`src/rtl/triloc_minmax_seq.sv`:
```
// triloc_minmax_seq: streamed K-anchor position estimate (min-max box or centroid sums)
module triloc_minmax_seq #(
  parameter int N = 8,
  parameter int K = 3,
  localparam int OW = N + 4 + $clog2(K)
) (
  input  logic          clk,
  input  logic          rst,
  input  logic          start,
  input  logic          mode_in,
  input  logic          in_valid,
  output logic          in_ready,
  input  logic [N-1:0]  x_in,
  input  logic [N-1:0]  y_in,
  input  logic [N:0]    r_in,
  output logic          out_valid,
  input  logic          out_ready,
  output logic [OW-1:0] x_out,
  output logic [OW-1:0] y_out,
  output logic          empty,
  output logic          busy
);
  localparam int W = N + 3;
  localparam int CW = $clog2(K);
  typedef enum logic [1:0] {IDLE, ACCUM, DONE} state_t;
  state_t state, state_nx;
  logic [CW-1:0] cnt;
  logic mode, acc, last, first;
  logic signed [W-1:0] xs, ys, rz, xl, xh, yl, yh;
  logic signed [W-1:0] xlo, xhi, ylo, yhi, xlo_n, xhi_n, ylo_n, yhi_n;
  logic signed [OW-1:0] sx, sy, sx_n, sy_n, mm_x, mm_y;
  assign in_ready = state == ACCUM;
  assign out_valid = state == DONE;
  assign busy = state != IDLE;
  assign acc = in_valid & in_ready;
  assign first = cnt == '0;
  assign last = acc && cnt == CW'(K - 1);
  always_ff @(posedge clk or posedge rst)
    if (rst) state <= IDLE;
    else state <= state_nx;
  always_comb begin
    state_nx = state;
    state_nx = state == IDLE  ? (start ? ACCUM : IDLE) :
               state == ACCUM ? (last ? DONE : ACCUM) :
               (out_ready ? IDLE : DONE);
  end
  // box bounds of the current beat; the first beat seeds the intersection
  assign xs = {{3{x_in[N-1]}}, x_in};
  assign ys = {{3{y_in[N-1]}}, y_in};
  assign rz = {2'b00, r_in};
  assign xl = xs - rz;
  assign xh = xs + rz;
  assign yl = ys - rz;
  assign yh = ys + rz;
  assign xlo_n = (first || xl > xlo) ? xl : xlo;
  assign xhi_n = (first || xh < xhi) ? xh : xhi;
  assign ylo_n = (first || yl > ylo) ? yl : ylo;
  assign yhi_n = (first || yh < yhi) ? yh : yhi;
  assign sx_n = sx + {{(OW-W){xs[W-1]}}, xs};
  assign sy_n = sy + {{(OW-W){ys[W-1]}}, ys};
  assign mm_x = {{(OW-W){xlo_n[W-1]}}, xlo_n} + {{(OW-W){xhi_n[W-1]}}, xhi_n};
  assign mm_y = {{(OW-W){ylo_n[W-1]}}, ylo_n} + {{(OW-W){yhi_n[W-1]}}, yhi_n};
  always_ff @(posedge clk or posedge rst)
    if (rst) begin
      cnt <= '0;
      mode <= 1'b0;
      xlo <= '0;
      xhi <= '0;
      ylo <= '0;
      yhi <= '0;
      sx <= '0;
      sy <= '0;
      x_out <= '0;
      y_out <= '0;
      empty <= 1'b0;
    end else begin
      if (state == IDLE && start) begin
        cnt <= '0;
        mode <= mode_in;
        sx <= '0;
        sy <= '0;
      end
      if (acc) begin
        cnt <= cnt + 1'b1;
        xlo <= xlo_n;
        xhi <= xhi_n;
        ylo <= ylo_n;
        yhi <= yhi_n;
        sx <= sx_n;
        sy <= sy_n;
        if (last) begin
          x_out <= mode ? sx_n : mm_x;
          y_out <= mode ? sy_n : mm_y;
          empty <= !mode && (xlo_n > xhi_n || ylo_n > yhi_n);
        end
      end
    end
endmodule

```
`config.mk`:
```
export PLATFORM = sky130hd
export DESIGN_NAME = triloc_minmax_seq
export DESIGN_NICKNAME = d
export VERILOG_FILES = /design/src/rtl/triloc_minmax_seq.sv
export SDC_FILE = /design/constraint.sdc
export NUM_CORES = 1
export LEC_CHECK = 0
export CORE_MARGIN = 4
export CORE_UTILIZATION = 40
export DETAILED_ROUTE_END_ITERATION = 10
export SYNTH_ARGS = -nofsm -noshare
export SYNTH_HDL_FRONTEND = slang
export SYNTH_SLANG_ARGS = --single-unit
```
`constraint.sdc`:
```
create_clock -name clk -period 3.7 [get_ports clk]
set_input_delay 0.74 -clock clk [delete_from_list [all_inputs] [get_ports clk]]
set_output_delay 0.74 -clock clk [all_outputs]
set_load 0.01 [all_outputs]
```
======== Word-level counts from Yosys, hierarchy flattened ========
Index checks and enable logic that the tools add are counted.
storage, ports and cells
  bits in latches ......................... 0
  output and inout port bits .............. 32
  flip-flop bits (word level) ............. 106
  memories ................................ 0
  ROM bits ................................ 0
  bits of input ports ..................... 31
  logic and storage cells ................. 61
  memory bits (writable) .................. 0
operators by class
  shifts and indexed selects .............. 0
  $lt $le $gt $ge ......................... 6
  $add $sub $neg .......................... 9
  div/mod/pow operators ................... 0
  mux-type cells .......................... 16
  multipliers ............................. 0
  equal/unequal tests ..................... 3
  reductions and logical operators ........ 14
  bitwise gates (word level) .............. 1
operator list
  operator                                                               number
  14-bit 2-to-1 mux                                                      5
  11-bit > comparator                                                    4
  11-bit 2-to-1 mux                                                      4
  14-bit adder                                                           2
  11-bit by 11-bit adder with 12-bit output                              2
  8-bit by 10-bit adder with 11-bit output                               2
  11-bit < comparator                                                    2
  8-bit by 10-bit subtractor with 11-bit output                          2
  2-bit 2-to-1 mux                                                       6
  1-bit logical OR                                                       5
  2-bit equality test, second input constant                             2
  2-bit zero test                                                        2
  2-bit nonzero test                                                     2
  1-bit logical AND                                                      3
  2-bit by 1-bit adder with 2-bit output, second input constant          1
  2-bit by 1-bit equality test with 1-bit output, second input constant  1
  2-bit AND reduction                                                    1
  1-bit AND                                                              1
  1-bit zero test                                                        1
  1-bit 2-to-1 mux                                                       1

======== Longest topological paths before layout ========
  depth in word-level cells ............... 7
  gate-level depth with buffers ........... 29
  gate-level depth less buffers ........... 27

======== Least setup slack after synthesis ========
OpenSTA, ideal clock, no wires.
  path type ............................... input to register
  start point ............................. input x_in[0]
  end point ............................... register x_out[10]
  cell stages on the path ................. 25
  buffers on the path ..................... 2
  data required time ...................... 3.571 ns
  arrival time ............................ 5.407 ns
  slack ................................... -1.836 ns
  path through ............................ inv_1 > ha_1 > fa_1 > nor2b_1 > o21ai_1 > a21boi_0 > o21ai_1 > a21oi_1 > a31oi_1 > ha_1 > nand3_1 > nor3_1 > a221oi_2 > o21ai_1 > mux2_4 > buf_2 > mux2_2 > ha_1 > clkbuf_1 > or4_1 > a41oi_1 > xor2_1 > nand2_1 > o21ai_0 > o21ai_1
on the way
  word-level cells in the longest chain between the ends .. 6
ends and longest elaborated chain
  what                                               line  text
  from (decl)                                        13    input logic [N-1:0] x_in,
  8-bit by 10-bit subtractor with 11-bit output (*)  51    assign xl = xs - rz;
  11-bit > comparator                                55    assign xlo_n = (first || xl > xlo) ? xl : xlo;
  1-bit logical OR                                   55
  11-bit 2-to-1 mux (*)                              55
  net xlo_n[5]                                       30    logic signed [W-1:0] xlo, xhi, ylo, yhi, xlo_n, xhi_n, ylo_n, yhi_n;
  11-bit by 11-bit adder with 12-bit output (*)      61    assign mm_x = {{(OW-W){xlo_n[W-1]}}, xlo_n} + {{(OW-W){xhi_n[W-1]}}, xhi_n};
  14-bit 2-to-1 mux (*)                              92    x_out <= mode ? sx_n : mm_x;
  to (signal assigned)                               92
  to (decl)                                          18    output logic [OW-1:0] x_out,
Mark *: on every way through the listed nets, which the timed path passes. The rest lies on a longest branch.
A chain may end at the register's enable or synchronous reset.

======== Final worst setup path ========
  start point ............................. input r_in[1]
  end point ............................... register x_out[6]
on the way
  word-level cells in the longest chain between the ends .. 6
ends and longest elaborated chain
  what                                       line  text
  from (decl)                                15    input logic [N:0] r_in,
  8-bit by 10-bit adder with 11-bit output   52    assign xh = xs + rz;
  11-bit < comparator                        56    assign xhi_n = (first || xh < xhi) ? xh : xhi;
  1-bit logical OR                           56
  11-bit 2-to-1 mux                          56
  net xhi_n[0]                               30
  11-bit by 11-bit adder with 12-bit output  61
  14-bit 2-to-1 mux                          92
The timed path passes the listed nets, and every way through them passes these cells.

==> impl_results.md <==
* Status: finished with violations
* Violated checks: negative setup slack
* Sequential power share at 12.9%
* Largest net degree at the start of global routing at 47
* Min Hold Slack at 479 ps
* Yosys warns at 0
* EDFF count, synth at 0
* Slew @ Worst Pin at 740 ps
* Via count at 9,513
* Total track usage at 23.4%
* Row count at 57
* Final-stage net count at 1,656
* IO buf count at 62
* Top-area cell type share of the netlist area at 26.7%
* Core area at 0.0244 mm²
* Combinational power share at 80.7%
* Number of synthesized register bits at 106
* Leading area contributor after synthesis: dfrtp_1
* Share of cells above drive strength 1 at 43.8%
* I/O Pins at 63
* GPL Wtd Cong at 0.879
* Clock latency on the worst-skew pair at 360 ps
* Unrepaired setup endpoints after global routing: true
* Drt pass-1 iters at 5
* Post-cts hold buffer count at 0
* Most numerous cell in the Yosys netlist: ha_1
* CP Capture Type: flop
* Initial core utilization at 40.7%
* TritonCTS clock tree: built
* Crit-path most repeated cell: nor2_1
* Synthesized net count at 1,304
* Die footprint at 0.0274 mm²
* Peak Freq at 0.194 GHz
* Critical path's top delay family: compound AO/OA/AOI/OAI gates
* CP Launch Type: primary input
* Switching portion of total power at 43.5%
* Worst EP required at 3950 ps
* Post-Synthesis Cells at 1,112
* Final setup viols at 71
* Layout area overhead at 55.2%
* Setup tns final at -39,460 ps
* Final critical-path required period at 5150 ps
* Primary FF master, synth: dfrtp_1
* H-tree levels at 3
* Grt ovf at 0
* Antenna-violating nets left at 0
* Max FO, Critical Path at 5
* Clk_skew at 9.99 ps
* Deepest clock path buffer count at 2
* Period utilisation layout at 139%
* Max IR drop VDD at 0.855 mV
* Final WL at 32.3 mm
* Post-route DRC violation count at 0
* Vias per cell at 5.31
* Sink count of the clock tree at 106
* PD cells at 1030 mW/mm²
* Post-DP HPWL at 23.7 mm
* Vias in the first global route at 9,648
* Floorplan die width at 166 µm
* Post-route cell area at 0.0154 mm²
* Fin. max-slew vios at 0
* Synth unique cells at 78
* Total power at 15.9 mW
* Setup ws final at -1450 ps
* Internal power at 8.97 mW
* Clock power frac at 6.4%
* Slowest-stage cell, CP: a221o_1
* Cell Area, Synth at 0.00993 mm²
* Clk slew on worst S/H paths at 80 ps
* Die Span Y at 166 µm
* TritonCTS Buffers at 9
* NetSw at 6.92 mW
* Commonest cells in the netlist: ha_1 (153), dfrtp_1 (106), inv_1 (101), nor2_1 (96), a21oi_1 (87)
* Max incr delay on CP at 400 ps
* Endpoints failing hold at 0
* Hold Crit Class: reg -> reg
* FILL cells at 1,976
* Mean area per synthesized cell at 8.93 µm²
* Worst Path Buf+Inv at 4
* Post-synthesis sequential area ratio at 26.7%
* Slew headroom at 50.5%
* First-pass GRT wire length at 50.2 mm
* Initial DRC count at 491
* Dpl cell area at 0.0131 mm²
* Critical path type: in -> reg
* CTS root buf: clkbuf_16
* Wire per inst at 18.0 µm
* Initial antenna violation count at 0
* Fraction of registers with async set/reset at 100%
* Worst path arrival time at 5400 ps
* Static leakage at 7.17 nW
* Max Cap Viol at 0
* Diodes inserted at 0
* Top cells by area, synth: dfrtp_1 (27%), ha_1 (19%), a21oi_1 (4.4%)
-- tightest hold or removal path: stages, from the launching register on --
cell	delay, ps
dfrtp_1	350
nand2_1	50
nand2_1	50
-- state kept, by name, indices dropped and copies added (netlist names) --
register,cells
x_out,14
xhi,11
sy,14
ylo,11
yhi,11
empty,1
sx,14
cnt,2
y_out,14
state,2
xlo,11
mode,1
-- final timing paths --
kind	depth (start not counted)	endpoint	slack (ps)	start
setup reg to reg	18	x_out[6]	-190	xhi[6]
hold reg to reg	2	y_out[6]	480	y_out[6]
max in group asynchronous	3	y_out[4]	2060	rst
setup / recovery	26	x_out[6]	-1450	r_in[1]
hold / removal	2	y_out[6]	480	y_out[6]
min in group asynchronous	2	sx[5]	820	rst
-- per-layer routing --
layer	vias up	wire [µm]	global-route usage (%)	share of wire, %
li1	4660	-	-	-
met3	47	877	2.83	2.7
met1	4613	13800	29.6	43
met5	-	0	0	0
met2	193	16500	41.7	51
met4	0	1130	7.09	3.5
-- metrics by stage --
stage / util (%) / setup slack, ps / cells
final: 63.2 / -1450 / 1793
after global routing: 63.2 / -1640 / 1793
after CTS: 60.7 / -1360 / 1778
after detailed placement: 53.9 / -2460 / 1709
after global placement: 53.9 / -2500 / 1709
after floorplan: - / -1390 / 1112
-- logic make-up after synthesis --
logic type,after synthesis,share of synthesized area [%]
AO/OA/AOI/OAI,313,20.7
adder cells (fa/ha/maj),161,20.9
flip-flops,106,26.7
multiplexers,72,8.23
XOR/XNOR,69,6.16
AND/OR/NAND/NOR,252,11.8
buffers and inverters,139,5.52
-- placed cells by master, fill, tap and decap left out, types with 36 or more instances in the layout --
master           netlist  layout
buf_4                  0     273
ha_1                 153     110
dfrtp_1              106     106
inv_1                101      83
nor2_1                96      70
nand2_1               67      59
a21oi_1               87      56
clkdlybuf4s50_1        0      39
ha_4                   0      36
-- power by group through the flow --
stage	logic [mW]	registers, mW	clock network (mW)
4_1_cts	11.7	2.04	1.05
6_report	12.8	2.05	1.02
3_5_place_dp	9.72	2.04	0
2_1_floorplan	6.26	2.02	0
5_1_grt	13.8	2.11	1.09
3_3_place_gp	9.61	2.03	0
-- what timing repair did --
item	in CTS	in global routing
setup buffers	53	19
cloned	5	0
resized for setup	260	99
setup endpoints to repair	73	73
pin swaps	142	71
-- area by class of cell --
type / instances / area (µm²) / share of cell area [%]
well taps: 324 / 405 / 2.63
clock buffers: 9 / 225 / 1.46
multi-input cells: 869 / 8430 / 54.7
inverters: 102 / 399 / 2.59
flip-flops and latches: 106 / 2650 / 17.2
clock inverters: 7 / 75.1 / 0.487
repair buffers: 376 / 3230 / 20.9
Note: power is estimated with default switching activity, not from simulation.
==> edit 1, RTL diff (same flow settings) <==
Reset style: synchronous (`rst`), changed in 2 clocked blocks.
--- a/src/rtl/triloc_minmax_seq.sv
+++ b/src/rtl/triloc_minmax_seq.sv
@@ -35,7 +35,7 @@
   assign acc = in_valid & in_ready;
   assign first = cnt == '0;
   assign last = acc && cnt == CW'(K - 1);
-  always_ff @(posedge clk or posedge rst)
+  always_ff @(posedge clk)
     if (rst) state <= IDLE;
     else state <= state_nx;
   always_comb begin
@@ -60,7 +60,7 @@
   assign sy_n = sy + {{(OW-W){ys[W-1]}}, ys};
   assign mm_x = {{(OW-W){xlo_n[W-1]}}, xlo_n} + {{(OW-W){xhi_n[W-1]}}, xhi_n};
   assign mm_y = {{(OW-W){ylo_n[W-1]}}, ylo_n} + {{(OW-W){yhi_n[W-1]}}, yhi_n};
-  always_ff @(posedge clk or posedge rst)
+  always_ff @(posedge clk)
     if (rst) begin
       cnt <= '0;
       mode <= 1'b0;
Behaviour: differs if rst is asserted again (counterexample within 4 cycles, from zero or initial values and one cycle with rst high); with rst held inactive, the same outputs for 4 cycles.
==> edit 1 against the original RTL <==
- the flow still finishes with violations (setup timing)
- worst setup slack worse by 0.28 ns
- via count is 15% higher
- register-to-register slack worse by 0.12 ns
- synthesized area is 2.4% higher
- routed wire length is 12% higher
- sequential cell count stayed put
- cell area is 4.9% higher
- final cell count is 11% higher
- core utilization is 1.2 points higher
Power is not compared: it rests on default switching activity, and its combinational part moved more than twofold at a synthesized area within 25%.
==> edit 1: results (changes against the original RTL) <==
Logic synthesis
  – Mux contribution to synthesized area: 7.12% (-1.1 points)
  – Syn nets: 1,448 (+11%)
  – Adder-cell share of the synthesized area: 20.4% (-0.50 points)
  – Most instantiated cells after synthesis: ha_1 (153), nor2_1 (114), a21oi_1 (110)
  – Sequential-to-total area share from yosys stat: 20.9% (-5.8 points)
  – Post-synthesis xor/xnor area fraction: 5.34% (-0.82 points)
  – Complex-gate fraction of the synthesized area: 24.8% (+4.1 points)
  – EDFF count, synth: 0 (unchanged)
  – Synth unique cells: 80 (+2.6%)
  – Ys flop type: dfxtp_1
  – Leading post-synthesis cells by cell area: dfxtp_1 (21%), ha_1 (19%), a21oi_1 (5.4%)
  – Avg Inst Size Synth: 8.10 µm² (-9.3%)
  – Ys async rst share: 0% (-100 points)

Place
  – DP Wirelength: 25,800 µm (+9.1%)
  – DP Cell Count: 1,898 (+11%)
  – Setup Slack @ Placement: -2.76 ns (-0.306 ns)
  – Placer Congestion: 0.950 (+8.1%)
  – DP Area: 13,700 µm² (+4.2%)

Min path
  – HP Start: y_out[2]$_SDFFE_PP0P_
  – Min-Delay Endpoint: y_out[2]$_SDFFE_PP0P_

Outcome
  – Failing checks: setup timing
  – Outcome: complete, but fails checks

GRT
  – Met2 Use GR: 39.4% (-2.3 points)
  – Met3 Use GR: 2.76% (-0.067 points)
  – Pin count of the biggest net entering global routing: 90 (+91%)
  – Tot GR Track Use: 24.2% (+0.80 points)
  – Global routing usage on met1: 34.1% (+4.5 points)
  – First-pass GRT wire length: 55,400 µm (+10%)
  – Vias in the first global route: 10,600 (+9.6%)

Power and ir drop
  – Leakage power: 0.00699 µW
  – Clock network power share: 15.1%

Setup path
  – Arrival @ worst endpoint: 5.74 ns (+0.34 ns)
  – Worst setup startpoint: y_in[5]
  – CP max-delay cell: o32a_1
  – Reg2Reg Setup Slack: -0.31 ns (-0.12 ns)
  – CP peak stage delay: 0.38 ns (-0.02 ns)
  – Crit path max fanout: 4 (-1)
  – R2r startpoint: ylo[1]$_SDFFE_PP0P_
  – R2R Path End: y_out[12]$_SDFFE_PP0P_
  – Delay-heaviest family, CP: compound AO/OA/AOI/OAI gates

STA
  – Layout Skew: 0.0135 ns (+0.00353 ns)
  – Worst rel slew slack: 22.0% (-28 points)
  – Setup WS post-layout: -1.74 ns (-0.282 ns)
  – Hold slack final: 0.458 ns (-0.0210 ns)
  – Setup TNS: -49.54 ns (-10.07 ns)
  – # setup viols final: 72 (+1.4%)

Cells and area
  – Fillers: 2,061 (+4.3%)
  – Final Non-Filler Cells: 1,997 (+11%)
  – Layout net count: 1,854 (+12%)
  – Fraction of layout cells with a size suffix above 1: 42.4% (-1.4 points)

Route
  – DR vias/cell: 5.50 (+3.7%)
  – Final wirelength: 36,300 µm (+12%)
  – Metal-1 WL: 17,000 µm (+23%)
  – Starting DRT DRC Count: 610 (+24%)
  – Met3 wire len: 1590 µm (+81%)
  – Met2 routed WL: 17,000 µm (+3.0%)

Die
  – Rows: 58 (+1.8%)
-- edit 1: changes by cell type in the layout (fill, tap and decap cells not counted), moves of 18 or more --
| cell | before | now |
|---|---|---|
| buf_6 | 30 | 56 |
| dfrtp_1 | 106 | 0 |
| a22o_1 | 23 | 1 |
| nand3_1 | 7 | 25 |
| dfxtp_1 | 0 | 106 |
| buf_4 | 273 | 321 |
| nor2_1 | 70 | 94 |
-- edit 1: final cells by class --
class | count | area [µm²] | share of cell area (%)
inverters | 108 | 418 | 2.59
flip-flops and latches | 106 | 2120 | 13.1
clock inverters | 7 | 68.8 | 0.426
multi-input cells | 992 | 9160 | 56.7
well taps | 330 | 413 | 2.55
repair buffers | 445 | 3760 | 23.2
clock buffers | 9 | 225 | 1.39
-- edit 1: repair_timing --
item | CTS | global route
endpoints found under the setup margin | 73 | 73
hold buffers | 0 | 0
resized for setup | 185 | 209
buffers inserted | 51 | 45
pin swaps | 100 | 151
cloned | 1 | 0
==> edit 2, RTL diff (config.mk and constraints unchanged) <==
Made on the original files. Change the parameter `K` from 3 to 6.
--- a/src/rtl/triloc_minmax_seq.sv
+++ b/src/rtl/triloc_minmax_seq.sv
@@ -1,7 +1,7 @@
 // triloc_minmax_seq: streamed K-anchor position estimate (min-max box or centroid sums)
 module triloc_minmax_seq #(
   parameter int N = 8,
-  parameter int K = 3,
+  parameter int K = 6,
   localparam int OW = N + 4 + $clog2(K)
 ) (
   input  logic          clk,
Ports: changed (resized x_out and y_out); port bits go from 63 to 65. The function was not compared with the original's and may differ.
==> edit 2 against the original RTL <==
- the run still ends with setup timing left
- worst setup slack got worse by 0.31 ns
- via count up 6.7%
- routed wire length increased by 6.6%
- synthesized area is 4.6% higher
- sequential cell count rose by 5
- cell area rose by 4.5%
- largest cell class unchanged
Power is left out: the tool's default activity adds up to more than one toggle a clock period on the data nets, which glitch-free logic cannot reach.
==> edit 2: results (changes against the original RTL) <==
Setup path
  – CP peak stage delay: 0.51 ns (+0.11 ns)
  – R2r worst-path depth: 19 (+1)
  – Worst setup startpoint: y_in[0]
  – Reg2Reg Setup Slack: -0.17 ns (+0.02 ns)
  – CP max-delay cell: or4b_4
  – R2r startpoint: ylo[3]$_DFFE_PP0P_
  – Crit path max fanout: 6 (+1)
  – R2R Path End: y_out[10]$_DFFE_PP0P_

Cells and area
  – Fraction of layout cells with a size suffix above 1: 41.2% (-2.6 points)
  – Final Non-Filler Cells: 1,881 (+4.9%)
  – Layout net count: 1,742 (+5.2%)
  – # diodes: 0 (unchanged)

Logic synthesis
  – Synth unique cells: 75 (-3.8%)
  – Leading post-synthesis cells by cell area: dfrtp_1 (27%), ha_1 (19%), a21oi_1 (4.5%)
  – Mapped Cells: 1,167 (+4.9%)
  – Syn nets: 1,363 (+4.5%)
  – Most instantiated cells after synthesis: ha_1 (157), dfrtp_1 (111), a21oi_1 (93)
  – Sequential-to-total area share from yosys stat: 26.7% (+0.033 points)

Route
  – Routed vias: 10,100 (+6.7%)
  – Final wirelength: 34,500 µm (+6.6%)
  – Starting DRT DRC Count: 489 (-0.41%)

Outcome
  – Failing checks: setup timing
  – Outcome: complete, but fails checks

Min path
  – Min-Delay Endpoint: y_out[3]$_DFFE_PP0P_
  – HP Class: register to register
  – HP Start: y_out[3]$_DFFE_PP0P_

Place
  – DP Cell Count: 1,797 (+5.1%)
  – Placer Congestion: 0.920 (+4.7%)
  – DP Wirelength: 24,400 µm (+3.1%)
  – I/O Buffers: 64 (+3.2%)

GRT
  – Tot GR Track Use: 23.3% (-0.094 points)
  – First-pass GRT wire length: 53,600 µm (+6.6%)
  – Pin count of the biggest net entering global routing: 60 (+28%)

STA
  – Layout Skew: 0.0148 ns (+0.00483 ns)
  – Setup WS post-layout: -1.77 ns (-0.312 ns)
  – # setup viols final: 75 (+5.6%)
  – Worst-margin pin slew: 0.756 ns (+0.0161 ns)

Clocking
  – Clock transition at path regs: 0.08 ns (about the same)
  – Clk root buf: clkbuf_16
-- edit 2: cell count changes after synthesis, sizes merged, moves of 8 or more --
cell | before | now
nor2 | 97 | 69
o21ai | 74 | 92
nand2 | 67 | 84
nand3 | 9 | 19
o21bai | 6 | 16
inv | 101 | 92
a211oi | 19 | 11
o21a | 14 | 22
-- edit 2: kinds of logic after synthesis --
| family | count (synthesis) | synth area share [%] |
|---|---|---|
| muxes | 62 | 6.52 |
| buffers and inverters | 136 | 5.11 |
| and+or+nand+nor | 268 | 12.4 |
| adders and majority gates | 165 | 20.5 |
| AOI/OAI and AO/OA | 357 | 22.9 |
| DFF | 111 | 26.7 |
| xor gates and xnor gates | 68 | 5.87 |
-- edit 2: worst register-to-register path, cell delays in order (launching register included) --
cell      delay (ns)
dfrtp_1         0.36
inv_1           0.06
ha_1            0.29
nand3_1         0.12
nor3_2          0.20
o21ai_1         0.10
and4bb_1        0.23
o31ai_4         0.33
buf_6           0.17
buf_4           0.11
o21ai_4         0.06
buf_4           0.15
fa_2            0.36
a21o_1          0.20
a21oi_2         0.19
o21ai_2         0.09
a21o_1          0.19
a211o_1         0.29
mux2i_2         0.20
nand2_1         0.07
-- edit 2: layout make-up --
cell class                 instances  area [µm²]
multi-input combinational        920        8690
clock buffer                      10         229
tap                              330         413
inverter                          94         375
fill                            2035        9300
sequential                       111        2780
timing repair buffer             410        3540
clock inverter                     6        68.8
-- edit 2: how the worst max path moves through the flow --
stage                                        to  slack, ns  depth (start not counted)
after floorplan           y_out[13]$_DFFE_PP0P_      -1.62                         25
after detailed placement      empty$_DFFE_PP0P_      -2.76                         27
after global placement        empty$_DFFE_PP0P_      -2.61                         27
after CTS                 y_out[10]$_DFFE_PP0P_      -1.85                         30
final                     y_out[10]$_DFFE_PP0P_      -1.77                         26
after global routing      y_out[10]$_DFFE_PP0P_      -2.03                         26
-- edit 2: repair_timing --
item                                    4_1_cts  5_1_grt
setup buffers                                38       28
gates resized for setup                     219      124
endpoints found under the setup margin       75       75
cloned                                        5        2
pin swaps                                    81       90
-- edit 2: per-stage QoR --
stage          setup slack, ns  TNS [ns]  cell area (µm²)  hold WS (ns)
3_5_place_dp             -2.76   -130.66            13800         0.473
6_report                 -1.77    -67.06            16100         0.492
5_1_grt                  -2.03    -79.61            16100         0.521
4_1_cts                  -1.85    -64.03            15200         0.495
2_1_floorplan            -1.62    -46.76            10900         0.453
3_3_place_gp             -2.61   -125.17            13800         0.461
-- edit 2: layer usage --
metal	share of wire (%)	global-route usage, %	wire length, µm	vias up
met1	46	33.4	16000	4893
li1	-	-	-	4949
met3	4.9	2.94	1690	49
met4	2.5	6.62	856	0
met2	46	37.1	16000	255
met5	0	0	0	-
